**src/rtl/fp_multiplier_pkg.sv**
```systemverilog
// fp_multiplier_pkg: float-format constants shared by the multiplier, divider and adder
package fp_pkg;
  localparam int EXP_W = 8;
  localparam int MAN_W = 23;
  localparam logic [9:0] EXP_BIAS = 10'd127;
  localparam logic [4:0] MUL_STEPS = 5'd24;
  localparam logic [4:0] MUL_DONE = 5'd25;
  localparam int SIGN_BIT = 31;
  localparam int EXP_MSB = 30;
  localparam int EXP_LSB = 23;
  localparam int MAN_MSB = 22;
  localparam int MAN_LSB = 0;
endpackage

```
**src/rtl/fp_multiplier_if.sv**
```systemverilog
// fp_multiplier_if: run/stall request bus carrying operands x, y and product z
interface fp_multiplier_if;
  logic run;
  logic [31:0] x;
  logic [31:0] y;
  logic stall;
  logic [31:0] z;
  modport master (output run, x, y, input stall, z);
  modport slave (input run, x, y, output stall, z);
endinterface

```
**src/rtl/fp_round_pack.sv**
```systemverilog
// fp_round_pack: normalise, round half-up and pack sign/exponent/mantissa into a single float
// ports: sign, zero (flush to 0), e (unbiased-sum exponent minus bias, 10-bit two's complement),
//        m (26-bit raw mantissa, leading one in bit 25 or 24), z (packed result)
module fp_round_pack (
  input  logic        sign,
  input  logic        zero,
  input  logic [9:0]  e,
  input  logic [25:0] m,
  output logic [31:0] z
);
  logic [24:0] z0;
  logic [24:0] r;
  logic [9:0]  e1;
  assign z0 = m[25] ? m[25:1] : m[24:0];
  // r is (z0 + 1) >> 1: r[24] is the rounding carry, r[23] the leading one
  assign r  = {1'b0, z0[24:1]} + {24'd0, z0[0]};
  assign e1 = e + {9'd0, m[25]} + {9'd0, r[24]};
  assign z  = zero ? 32'h0 :
              (e1[9] || e1 == 10'd0) ? 32'h0 :
              (e1 >= 10'd255) ? {sign, 8'hFF, 23'h0} :
              {sign, e1[7:0], r[23] ? r[22:0] : 23'h0};
endmodule

```
**src/rtl/fp_multiplier.sv**
```systemverilog
// fp_multiplier: 25-cycle shift-add single-precision multiplier
// ports: clk, rst (async active-low), bus (run/x/y in, stall/z out)
module fp_multiplier
  import fp_pkg::*;
(
  input logic clk,
  input logic rst,
  fp_multiplier_if.slave bus
);
  logic [4:0]  s;
  logic [47:0] p;
  logic [24:0] sum;
  logic [9:0]  e;
  logic [7:0]  xe;
  logic [7:0]  ye;
  assign xe  = bus.x[EXP_MSB:EXP_LSB];
  assign ye  = bus.y[EXP_MSB:EXP_LSB];
  assign e   = {2'b0, xe} + {2'b0, ye} - EXP_BIAS;
  assign sum = {1'b0, p[47:24]} + (p[0] ? {2'b01, bus.y[MAN_MSB:MAN_LSB]} : 25'd0);
  assign bus.stall = bus.run & (s != MUL_DONE);
  always_ff @(posedge clk or negedge rst)
    if (!rst) begin
      s <= 5'd0;
      p <= 48'h0;
    end else begin
      s <= !bus.run ? 5'd0 : (s == MUL_DONE) ? s : s + 5'd1;
      if (bus.run && s == 5'd0) p <= {24'h0, 1'b1, bus.x[MAN_MSB:MAN_LSB]};
      else if (bus.run && s != MUL_DONE) p <= {sum, p[23:1]};
    end
  fp_round_pack u_round (
    .sign(bus.x[SIGN_BIT] ^ bus.y[SIGN_BIT]),
    .zero(xe == 8'd0 || ye == 8'd0),
    .e(e),
    .m(p[47:22]),
    .z(bus.z)
  );
endmodule

```
**src/flat_wrapper.sv**
```systemverilog
// flat-port wrapper written by rule: the top's interface ports become plain ports
module fp_multiplier_flat import fp_pkg::*;
  (clk, rst, bus_run, bus_x, bus_y, bus_stall, bus_z);
  fp_multiplier_if bus_i ();
  input logic clk;
  input logic rst;
  input wire logic [$bits(bus_i.run)-1:0] bus_run;
  input wire logic [$bits(bus_i.x)-1:0] bus_x;
  input wire logic [$bits(bus_i.y)-1:0] bus_y;
  output wire logic [$bits(bus_i.stall)-1:0] bus_stall;
  output wire logic [$bits(bus_i.z)-1:0] bus_z;
  assign bus_i.run = bus_run;
  assign bus_i.x = bus_x;
  assign bus_i.y = bus_y;
  assign bus_stall = bus_i.stall;
  assign bus_z = bus_i.z;
  fp_multiplier u_core (.clk(clk), .rst(rst), .bus(bus_i));
endmodule
```
**config.mk**
```make
export PLATFORM = sky130hd
export DESIGN_NAME = fp_multiplier_flat
export DESIGN_NICKNAME = d
export VERILOG_FILES = /design/src/rtl/fp_multiplier_pkg.sv /design/src/rtl/fp_multiplier_if.sv /design/src/rtl/fp_round_pack.sv /design/src/rtl/fp_multiplier.sv /design/src/flat_wrapper.sv
export SDC_FILE = /design/constraint.sdc
export NUM_CORES = 1
export LEC_CHECK = 0
export BUFFER_PORTS_ARGS = -buffer_cell sky130_fd_sc_hd__buf_4
export CORE_ASPECT_RATIO = 2
export CORE_MARGIN = 8
export CORE_UTILIZATION = 45
export DETAILED_ROUTE_END_ITERATION = 7
export MAX_ROUTING_LAYER = met4
export PLACE_DENSITY = 0.65
export SLEW_MARGIN = 25
export SYNTH_ARGS = -nofsm -noshare
export SYNTH_HDL_FRONTEND = slang
export SYNTH_HIERARCHICAL = 1
export SYNTH_SLANG_ARGS = --single-unit
```
**constraint.sdc**
```tcl
create_clock -name clk -period 5.75 [get_ports clk]
set_clock_uncertainty 0.05 [all_clocks]
set_input_delay 0.2875 -clock clk [delete_from_list [all_inputs] [get_ports clk]]
set_output_delay 0.2875 -clock clk [all_outputs]
set_load 0.02 [all_outputs]
```
==> metrics.md <==
| Metric | Value |
|---|---|
| Seq pwr share | 0.313 |
| Starting DRT DRC Count | 265 |
| Initial antenna violation count | 0 |
| Cell Pwr Density | 336 mW/mm² |
| Crit Path Class | reg2out |
| R2R setup slack | 2.08 ns |
| Vias in the first global route | 5639 |
| Internal Power | 1.17 mW |
| Clk network pwr share | 0.133 |
| Routed wire length per instance | 18.6 µm |
| Post-CTS sizing | 0 |
| TritonCTS Sinks | 53 |
| Clock Path Buffers | 2 |
| TritonCTS clock tree | yes |
| ANT cells | 0 |
| Multi-input gate area | 0.00416 mm² |
| Drt total wl | 17200 µm |
| Worst R2R End | u_core/p[47] |
| VDD IR max | 0.000266 V |
| H-tree depth | 2 |
| Worst Hold Slack | -0.0128 ns |
| Mux cell area share after synthesis | 0.0778 |
| RSZ-0062 raised after global routing | false |
| Simple-gate share of the synthesized area | 0.238 |
| Final Hold Fails | 15 |
| Vias after detailed routing | 5481 |
| Postcts setup bufs | 0 |
| CTS buffer count | 5 |
| # DRC | 0 |
| Final min period | 5.43 ns |
| Crit path launch type | flip-flop |
| Clock transition at path regs | 0.07 ns |
| Power, Total | 2.25 mW |
| FFs w/ async S/R, synth | 1.00 |
| Nets | 888 |
| Clock Root Buffer | clkbuf_16 |
| Initial core utilization | 0.459 |
| Net Switching | 1.08 mW |
| Die height | 176 µm |
| Flip-flop and latch count after synthesis | 53 |
| I/O Buffers | 99 |
| Main flop type after synthesis | dfrtp_1 |
| Combinational group share of total power | 0.555 |
| Slew Limit Fails | 0 |
| Max Freq | 184 MHz |
| Most frequent cells in the layout | 104 x buf_4, 85 x nand2_1, 56 x nor2_1 |
| Critical Path End Type | output port |
| RD Place Congestion | 0.921 |
| Worst Hold Class | in2async |
| Actual slew at the worst max-slew pin | 0.812 ns |
| Fin crit share | 0.944 |
| Post-route ant nets | 0 |
| Xor-xnor portion of the synthesized cell area | 0.0963 |
| Post-DP HPWL | 13400 µm |
| Synth Area in Adders | 0.109 |
| Non-filler instance count after layout | 924 |
| Layout cells sized above 1 | 0.191 |
| Max transition margin | 0.455 |
| CP max FO | 16 |
| Most common cell after layout, fill and taps aside | buf_4 |
| Die Area | 0.0168 mm² |
| Max-cap violations | 0 |
| Sequential cell area fraction in the yosys report | 0.232 |
| FF+latch area | 0.00133 mm² |
| Largest net degree at the start of global routing | 54 |
| Synthesized net count | 808 |
| Leak | 2.92 nW |
| Outcome | finished with violations |
| Worst Path Arrival | 5.09 ns |
| I/O Pins | 100 |
| Global-route total usage across every layer | 0.203 |
| Fin Setup TNS | 0 ns |
| Layout area overhead | 17.0% |
| Switching portion of total power | 0.480 |
| First-pass GRT wire length | 26500 µm |
| Worst R2R Path Depth | 10 |
| Core area | 0.0125 mm² |
| Design area | 0.00670 mm² |
| Post-Syn Instances | 693 |
| Final setup violation count | 0 |
| Placed Area | 0.00654 mm² |
| Cts hold-fix bufs | 0 |
| Compound-Gate Fraction of Synth Area | 0.201 |
| # fillers | 1198 |
| Clock Latency Late Sink | 0.30 ns |
| Syn_area_per_cell | 8.27 µm² |
| Row cnt | 58 |
| RR Startpoint | u_core/p[0] |
| Inst Count DP | 915 |
| Die X | 95.8 µm |
| Post-synth EDFFs | 0 |
| Worst Path Required | 5.41 ns |
| Largest family of logic cells by synthesized area | simple AND/OR/NAND/NOR gates |
| Synth warn | 6 |
| Gr ovfl total | 0 |
| Detailed-route vias per instance | 5.93 |
| Yosys cell types | 74 |
| Failing checks | hold timing |
| Netlist Area Pre-Place | 0.00573 mm² |
| DR pass1 iterations | 5 |
[metal layers]
layer / global-route usage / part of all wire / vias up / routed length [µm]
met1: 0.189 / 0.35 / 2583 / 6070
li1: - / - / 2660 / -
met5: - / 0 / - / 0
met4: 0.119 / 0.052 / 0 / 898
met3: 0.0257 / 0.045 / 52 / 778
met2: 0.374 / 0.55 / 186 / 9410
[how the worst max path moves through the flow]
stage	start	to	slack (ns)	depth (start not counted)
floorplan	u_core/p[47]	bus_z[3]	0.65	19
global placement	u_core/p[47]	bus_z[5]	0.84	16
detailed placement	u_core/p[47]	bus_z[4]	0.67	16
CTS	u_core/p[47]	bus_z[4]	0.37	16
global route	u_core/p[47]	bus_z[19]	0.01	16
finish	u_core/p[47]	bus_z[3]	0.32	16
[power by group through the flow]
stage               Sequential, mW  Clock [mW]  Combinational, mW
floorplan                    0.620           0              0.960
global placement             0.702           0               1.20
detailed placement           0.711           0               1.23
CTS                          0.703       0.308               1.23
global route                 0.729       0.321               1.37
finish                       0.705       0.299               1.25
[flip-flops by register name, indices dropped and copies added (netlist names)]
signal    cells
u_core/p     48
u_core/s      5
[cells in the mapped netlist (all sizes together), types with 4 or more instances]
cell / number / share of area
nand3: 24 / 0.022
o31ai: 6 / 0.010
o21a: 5 / 0.0066
and3: 5 / 0.0055
nand2b: 6 / 0.0066
a211oi: 17 / 0.031
nor3: 18 / 0.017
dfrtp: 53 / 0.23
ha: 45 / 0.098
nand4: 16 / 0.019
mux2i: 40 / 0.070
a21o: 8 / 0.010
buf: 20 / 0.021
nand2: 86 / 0.056
nor4: 9 / 0.012
xnor2: 35 / 0.054
o21ai: 48 / 0.044
and2: 25 / 0.027
inv: 27 / 0.018
nor2b: 5 / 0.0055
nor2: 56 / 0.037
xor2: 28 / 0.043
clkbuf: 12 / 0.0079
mux2: 4 / 0.0079
a21oi: 36 / 0.033
[area by class of cell]
cell class	instances	area share
repair buffers	104	0.116
well taps	150	0.0280
multi-input cells	582	0.621
clock buffers	6	0.0192
flip-flops and latches	53	0.198
inverters	27	0.0151
clock inverters	2	0.00205
[critical path: stages, from the launching register on]
cell and delay, ns:
dfrtp_2 0.53, mux2_2 0.27, ha_1 0.18, ha_1 0.23, nand2_1 0.15, nor4_4 0.49, nand2_1 0.09, nor3_1 0.26
fa_1 0.26, ha_1 0.28, and4_1 0.27, or4_1 0.12, o311ai_0 0.13, a311o_1 0.56, nand4bb_4 0.49, a211oi_1 0.28
buf_4 0.18
[kinds of logic (layout without fill, tap and decap cells)]
family | count (synthesis) | in the layout
AND/OR/NAND/NOR | 267 | 268
AO/OA/AOI/OAI | 159 | 159
XOR/XNOR | 63 | 63
buffers and inverters | 59 | 139
flip-flops | 53 | 53
adder cells (fa/ha/maj) | 48 | 48
multiplexers | 44 | 44
[through the flow]
stage          setup slack (ns)  utilization
6_report                  0.324        0.537
5_1_grt                  0.0148        0.537
4_1_cts                   0.369        0.536
3_5_place_dp              0.673        0.524
3_3_place_gp              0.839        0.524
2_1_floorplan             0.649            -
(Power assumes the default switching activity.)
